## src/rtl/fpm_seq_core.sv

```systemverilog
// fpm_seq_core: multi-cycle floating-point multiplier with a start/done handshake.
// The mantissa product comes from an iterative shift-add multiplier, one
// multiplier bit per cycle. NORM then normalizes, rounds, classifies and
// registers the result.
// Build option: define FPM_ROUND_EN for round-to-nearest-even. Without it the
// fraction is truncated and no guard/sticky logic exists. Latency is the same
// in both builds.
module fpm_seq_core #(
  parameter int EXP_WIDTH      = 8,
  parameter int MANTISSA_WIDTH = 23
) (
  input  logic                                clock,
  input  logic                                reset_n,
  input  logic                                start_in,
  input  logic [EXP_WIDTH+MANTISSA_WIDTH:0]   a_in,
  input  logic [EXP_WIDTH+MANTISSA_WIDTH:0]   b_in,
  output logic                                busy_out,
  output logic                                done_out,
  output logic [EXP_WIDTH+MANTISSA_WIDTH:0]   fpm_out,
  output logic                                overflow_out,
  output logic                                underflow_out
);

  localparam int MW = MANTISSA_WIDTH;
  localparam int EW = EXP_WIDTH;
  localparam int W  = EW + MW + 1;
  localparam int N  = MW + 1;
  localparam int P  = 2 * N;
  localparam int XW = EW + 2;
  localparam int CW = $clog2(N);
  localparam logic signed [XW-1:0] BIAS    = XW'((1 << (EW - 1)) - 1);
  localparam logic signed [XW-1:0] EXP_TOP = XW'((1 << EW) - 1);

  typedef enum logic [1:0] {IDLE, MULT, NORM} state_t;

  state_t                state_q, state_d;
  logic                  sign_q, sign_d;
  logic                  zero_q, zero_d;
  logic signed [XW-1:0]  exp_q, exp_d;
  logic [CW-1:0]         cnt_q, cnt_d;
  logic [P-1:0]          acc_q, acc_d;
  logic [P-1:0]          mcand_q, mcand_d;
  logic [N-1:0]          mplier_q, mplier_d;
  logic                  done_q, done_d;
  logic [W-1:0]          res_q, res_d;
  logic                  ovf_q, ovf_d;
  logic                  unf_q, unf_d;

  logic                  nshift;
  logic [N-1:0]          nmant;
  logic [N:0]            rmant;
  logic [MW-1:0]         nfrac;
  logic signed [XW-1:0]  nexp;

`ifdef FPM_ROUND_EN
  logic                  guard;
  logic                  sticky;

  // Round half to even: increment when above half, or on an exact tie with odd LSB.
  function automatic logic [N:0] round_mant(input logic [N-1:0] m, input logic g,
                                            input logic s);
    return {1'b0, m} + {{N{1'b0}}, g & (s | m[0])};
  endfunction
`else
  // Truncation: the kept bits pass through unchanged.
  function automatic logic [N:0] round_mant(input logic [N-1:0] m);
    return {1'b0, m};
  endfunction
`endif

  // Normalize the finished product, round it and fold carries into the exponent.
  always_comb begin
    nshift = acc_q[P-1];
    nmant  = nshift ? acc_q[P-1:N] : acc_q[P-2:N-1];
`ifdef FPM_ROUND_EN
    guard  = nshift ? acc_q[N-1] : acc_q[N-2];
    sticky = nshift ? |acc_q[N-2:0] : |acc_q[N-3:0];
    rmant  = round_mant(nmant, guard, sticky);
`else
    rmant  = round_mant(nmant);
`endif
    nfrac  = rmant[N] ? rmant[MW:1] : rmant[MW-1:0];
    nexp   = exp_q + $signed(XW'(nshift)) + $signed(XW'(rmant[N]));
  end

  // Next-state logic for the FSM and the datapath it steers.
  always_comb begin
    state_d  = state_q;
    sign_d   = sign_q;
    zero_d   = zero_q;
    exp_d    = exp_q;
    cnt_d    = cnt_q;
    acc_d    = acc_q;
    mcand_d  = mcand_q;
    mplier_d = mplier_q;
    done_d   = 1'b0;
    res_d    = res_q;
    ovf_d    = ovf_q;
    unf_d    = unf_q;
    case (state_q)
      IDLE: begin
        if (start_in) begin
          sign_d   = a_in[W-1] ^ b_in[W-1];
          zero_d   = (a_in[W-2:MW] == '0) || (b_in[W-2:MW] == '0);
          exp_d    = $signed({2'b00, a_in[W-2:MW]}) + $signed({2'b00, b_in[W-2:MW]}) - BIAS;
          cnt_d    = CW'(MW);
          acc_d    = '0;
          mcand_d  = P'({1'b1, a_in[MW-1:0]});
          mplier_d = {1'b1, b_in[MW-1:0]};
          state_d  = MULT;
        end
      end
      MULT: begin
        if (mplier_q[0]) acc_d = acc_q + mcand_q;
        mcand_d  = mcand_q << 1;
        mplier_d = mplier_q >> 1;
        if (cnt_q == '0) state_d = NORM;
        else             cnt_d   = cnt_q - 1'b1;
      end
      NORM: begin
        ovf_d = 1'b0;
        unf_d = 1'b0;
        if (zero_q) begin
          res_d = {sign_q, {(W-1){1'b0}}};
        end else if (nexp >= EXP_TOP) begin
          res_d = {sign_q, {EW{1'b1}}, {MW{1'b0}}};
          ovf_d = 1'b1;
        end else if (nexp <= 0) begin
          res_d = {sign_q, {(W-1){1'b0}}};
          unf_d = 1'b1;
        end else begin
          res_d = {sign_q, nexp[EW-1:0], nfrac};
        end
        done_d  = 1'b1;
        state_d = IDLE;
      end
      default: state_d = IDLE;
    endcase
  end

  // State and datapath registers; reset aborts any operation in flight.
  always_ff @(posedge clock or negedge reset_n) begin
    if (!reset_n) begin
      state_q  <= IDLE;
      sign_q   <= 1'b0;
      zero_q   <= 1'b0;
      exp_q    <= '0;
      cnt_q    <= '0;
      acc_q    <= '0;
      mcand_q  <= '0;
      mplier_q <= '0;
      done_q   <= 1'b0;
      res_q    <= '0;
      ovf_q    <= 1'b0;
      unf_q    <= 1'b0;
    end else begin
      state_q  <= state_d;
      sign_q   <= sign_d;
      zero_q   <= zero_d;
      exp_q    <= exp_d;
      cnt_q    <= cnt_d;
      acc_q    <= acc_d;
      mcand_q  <= mcand_d;
      mplier_q <= mplier_d;
      done_q   <= done_d;
      res_q    <= res_d;
      ovf_q    <= ovf_d;
      unf_q    <= unf_d;
    end
  end

  assign busy_out      = (state_q != IDLE);
  assign done_out      = done_q;
  assign fpm_out       = res_q;
  assign overflow_out  = ovf_q;
  assign underflow_out = unf_q;

endmodule

```

## config.mk

```make
export PLATFORM = sky130hd
export DESIGN_NAME = fpm_seq_core
export DESIGN_NICKNAME = d
export VERILOG_FILES = /design/src/rtl/fpm_seq_core.sv
export SDC_FILE = /design/constraint.sdc
export NUM_CORES = 1
export LEC_CHECK = 0
export CAP_MARGIN = 20
export CORE_UTILIZATION = 33
export CTS_CLUSTER_DIAMETER = 150
export CTS_CLUSTER_SIZE = 10
export DETAILED_ROUTE_END_ITERATION = 16
export REMOVE_ABC_BUFFERS = 1
export SLEW_MARGIN = 20
export SYNTH_ARGS = -nofsm -noshare
export SYNTH_HDL_FRONTEND = slang
export SYNTH_SLANG_ARGS = --single-unit
```

## constraint.sdc

```tcl
create_clock -name clock -period 3.75 [get_ports clock]
set_input_delay 0.75 -clock clock [delete_from_list [all_inputs] [get_ports clock]]
set_output_delay 0.75 -clock clock [all_outputs]
set_load 0.05 [all_outputs]
```

## Word-level counts from Yosys, hierarchy flattened

Index checks and enable logic that the tools add are counted.

- Register bits after elaboration: 174
- Bits of input ports: 67
- Output and inout bits: 36
- Logic and storage cells: 61

- Add/subtract/negate cells: 5
- Magnitude comparators: 2
- Equal/unequal tests: 6
- Muxes and demuxes: 23
- Bitwise logic cells: 1
- Reduce and logical (&&, ||, !) cells: 12

Operators with widths:

| operator | number |
|---|---|
| $pmux 48 s2 | 2 |
| $mux 48 | 3 |
| $mux 31 | 3 |
| $add 48x48->48 | 1 |
| $pmux 24 s2 | 1 |
| $mux 24 | 1 |
| $mux 23 | 1 |
| $logic_not 8->1 | 2 |
| $add 10x2->10 | 1 |
| $ge 10x9->1 const B | 1 |
| $le 10x1->1 const B | 1 |
| $mux 5 | 2 |
| $pmux 5 s2 | 1 |
| $sub 9x7->10 const B | 1 |
| $add 8x8->9 | 1 |
| $ne 2x2->1 const B | 4 |
| $mux 1 | 6 |
| $reduce_and 2->1 | 3 |
| $reduce_and 3->1 | 2 |
| $logic_not 5->1 | 1 |
| $sub 5x1->5 const B | 1 |
| $mux 2 | 2 |
| $pmux 2 s2 | 1 |
| $reduce_bool 2->1 | 2 |
| other kinds (5) | 5 |

## Logic depth before layout (Yosys ltp)

- Word-level depth: 5
- Gate-level depth with buffers: 12
- Mapped depth without buffers: 12

## Worst setup path after synthesis

No wires, ideal clock.

- Path kind: register to register
- Start: register acc_q[0]
- End: register acc_q[42]
- Library setup time: 133 ps
- Arrival: 2,711 ps
- Data required time: 3,617 ps
- Path slack: 906 ps
- Cell stages (with the launch flop): 13
- Path buffers: 0
- Clock period less this slack: 2,844 ps
- Path through: dfrtp_1 -> ha_1 -> fa_1 -> a21o_1 -> a21oi_1 -> o21bai_1 -> a221o_1 -> a31oi_2 -> o21ai_2 -> a21o_1 -> a31oi_1 -> xor2_1 -> o21ai_0

- Cells in the longest elaborated chain, start to end: 3

Ends and longest elaborated chain:

| element | RTL line | source |
|---|---|---|
| start: declaration | 41 | `logic [P-1:0] acc_q, acc_d;` |
| start signal: assignment | 149 | `acc_q <= '0;` |
| start signal: assignment | 162 | `acc_q <= acc_d;` |
| $add 48x48->48 | 114 | `if (mplier_q[0]) acc_d = acc_q + mcand_q;` |
| $mux 48 | 114 |  |
| $pmux 48 s2 | 100 | `case (state_q)` |

No other way between the ends. The select of a mux whose other input is x is not followed.
A chain may end at the register's enable or synchronous reset.

## Final worst setup path

- Start: register acc_q[0]
- End: register acc_q[44]

The elaborated chain is that of the path after synthesis.

==> flow_summary_export.csv <==
group,metric,value,unit
status,status,"complete, no violations",
timing,max_freq,315,MHz
hold_path,hp-class,"primary input to asynchronous set/reset pin",
logic_synthesis,syn_inst,1110,
logic_synthesis,synthTopCellsByCount,"197 x nand2_1, 174 x dfrtp_1, 129 x o21ai_0",
setup_path,critPathKind,"flop to flop",
timing,setup_ws,578,ps
detailed_routing,drt_iter0_drc,399,
final_layout,syn2layout_area_growth,20.3,%
timing,hold_viol,0,
timing,period_needed,3170,ps
logic_synthesis,synth.top_cell.area_share,43.8,%
clock_network,cts_setup_buffers,0,
timing,fin_tns_setup,0,ps
logic_synthesis,ys_async_sr_fraction,100,%
clock_network,root_buffer,"clkbuf_16",
logic_synthesis,synthFlopType,"dfrtp_1",
timing,setup_viol,0,
logic_synthesis,yosysSeqAreaShare,43.8,%
detailed_routing,viasPerCell,5.08,
placement,dp.cells,1562,
logic_synthesis,synth_edf_count,0,
timing,max_slew_margin,41.1,%
clock_network,worstSkewPairLatency,430,ps
final_layout,final_layout_size_suffix_gt1_share,5.90,%
global_routing,grt.overflow.total,0,
setup_path,r2r_slack,580,ps
logic_synthesis,yosys.area.top_type,"dfrtp_1",
detailed_routing,drt_pre_antenna_iters,5,
timing,tightest_slew,883,ps
clock_network,cts_hold_buf,0,
floorplanning,start_util,33.5,%
placement,routabilityCongestion,0.837,
logic_synthesis,syn_area,9930,µm²
logic_synthesis,synth.most_common_cell,"nand2_1",
detailed_routing,routed_wl,23900,µm
timing,grt_setup_unrepaired,"no",
timing,clock_skew,15.5,ps
setup_path,cp-startpoint,"acc_q[0]",
floorplanning,fp-row-count,63,
timing,slew_viol_final,0,
logic_synthesis,yosysWarnings,0,
clock_network,cts_max_path_buffers,2,
power_and_ir_drop,total_power,10700,µW
setup_path,cp_max_fo,4,
clock_network,cts_made_buffers,17,
setup_path,startpoint_type,"flop",
placement,dp_worst_setup_slack,465,ps
floorplanning,die_h,176,µm
clock_network,path_clk_slew,70,ps
placement,portBuffers,102,
logic_synthesis,synth.area.top_cells,"dfrtp_1 44%, ha_1 8.3%, nand2_1 7.4%",
power_and_ir_drop,pwr_density_cell,896,nW/µm²
logic_synthesis,yosysUniqueCellTypes,67,
floorplanning,core,29600,µm²
final_layout,fin_cells,1594,
setup_path,cpMaxStageDelayCell,"a221o_1",
logic_synthesis,synth-seq-cells,174,
timing,period_share,84.6,%
setup_path,crit_path_frequent_cell,"a31oi_2",
power_and_ir_drop,leakage,0.00526,µW
detailed_routing,vias,8095,
floorplanning,num_io_pins,103,
detailed_routing,routedWlPerCell,15.0,µm
power_and_ir_drop,vdd_drop_max,0.000549,V
setup_path,cp_slowest_stage_delay,410,ps
setup_path,endpoint_kind,"flop",
floorplanning,die_w,176,µm
detailed_routing,drc,0,
setup_path,crit_arrival,3520,ps
setup_path,worstPathRequired,4100,ps
final_layout,fin_util,40.3,%
floorplanning,dieArea,30800,µm²
clock_network,cts_resized,0,
final_layout,nets,1326,
global_routing,grt_max_degree,64,
global_routing,grt_pass1_wl,40600,µm
global_routing,grtUsageTotal,16.2,%
clock_network,cts.sinks,174,
clock_network,cts_tree,"done",
global_routing,antenna_found_initial,0,
global_routing,grt_pass1_vias,8083,
final_layout,antennaDiodeCount,0,
job,maxCapViolCount,0,
clock_network,cts_max_level,4,
setup_path,r2r-start,"acc_q[0]",
placement,post-dp-hpwl,16700,µm
logic_synthesis,avgSynthCellArea,8.95,µm²
detailed_routing,antenna_left,0,
setup_path,crit_chain,"ha_1 -> fa_1 -> a21o_1 -> a21oi_1 -> o21bai_1 -> a221o_1 -> a31oi_2 -> o21ai_2 -> a31oi_2 -> o31ai_1 -> xnor2_1 -> o21ai_0",
[layout make-up]
| class | instances | area (µm²) |
|---|---|---|
| fillers | 3041 | 17700 |
| well taps | 390 | 488 |
| flip-flops and latches | 174 | 4350 |
| clock buffers | 19 | 453 |
| clock inverters | 13 | 153 |
| repair buffers | 116 | 1140 |
| multi-input cells | 857 | 5270 |
| inverters | 25 | 93.8 |
[state kept, by name, summed over array words and instances (netlist names)]
signal,flops
underflow_out,1
zero_q,1
state_q,2
mplier_q,24
fpm_out,32
mcand_q,48
done_out,1
cnt_q,5
overflow_out,1
exp_q,10
acc_q,48
sign_q,1
[path summary, 6_finish.rpt]
| kind | end | cells after the start |
|---|---|---|
| worst max register to register | acc_q[44] | 12 |
| worst min register to register | fpm_out[13] | 2 |
| worst min-delay path | mplier_q[23] | 1 |
| min in group clock | fpm_out[13] | 2 |
| max in group asynchronous | acc_q[46] | 2 |
| worst max-delay path | acc_q[44] | 12 |
[critical path, delay by kind of cell (launching register included)]
kind / cells / cell delay (ps)
AO/OA/AOI/OAI: 9 / 1920
adder cells (fa/ha/maj): 2 / 630
flip-flops: 1 / 400
XOR/XNOR: 1 / 140
[metrics by stage]
stage | instance area (µm²) | hold WS [ps]
2_1_floorplan | 9710 | 447
3_3_place_gp | 11300 | 460
3_5_place_dp | 11300 | 465
4_1_cts | 12000 | 323
5_1_grt | 12000 | 358
6_report | 12000 | 304
[metal layers]
metal	track usage, %	share of wire, %	up-vias
met3	2.81	3.0	13
met5	0	0	-
met4	3.91	0.87	0
met2	27.6	47	127
li1	-	-	4062
met1	21.4	49	3893
[where the power goes]
| part | total, µW | leakage, µW | internal, µW | switching (µW) |
|---|---|---|---|---|
| Clock | 1840 | 0.000286 | 1030 | 808 |
| Sequential | 3240 | 0.00211 | 2660 | 586 |
| Combinational | 5630 | 0.00286 | 2260 | 3370 |
| Total | 10700 | 0.00526 | 5950 | 4760 |
[layout by cell type (no fill, tap or decap), types with 3 or more instances in the layout]
cell type / n
nand2_1: 196
dfrtp_1: 174
o21ai_0: 129
clkdlybuf4s50_1: 101
nor2_1: 98
ha_1: 66
a21oi_1: 63
o22ai_1: 35
xor2_1: 31
xnor2_1: 30
inv_1: 25
mux2i_1: 24
a21o_1: 23
clkbuf_16: 17
nand3_1: 15
buf_4: 13
nand4_1: 10
a22oi_1: 10
nor3_1: 8
and3_1: 8
nor4_1: 7
and2_1: 6
o21bai_1: 6
o21a_1: 6
nor2b_1: 6
o21ai_1: 6
a22o_1: 6
a31oi_1: 5
o211ai_1: 5
nand2b_1: 4
or3_1: 4
o31ai_1: 4
clkinvlp_4: 4
a211o_1: 3
a221o_1: 3
[cells by family after synthesis]
logic type	after synthesis	synth area share, %
AO/OA/AOI/OAI	326	20.2
XOR/XNOR	61	5.38
adder cells (fa/ha/maj)	68	8.72
buffers and inverters	79	3.22
flip-flops	174	43.8
multiplexers	25	2.53
AND/OR/NAND/NOR	377	16.2
(Power assumes the default switching activity.)
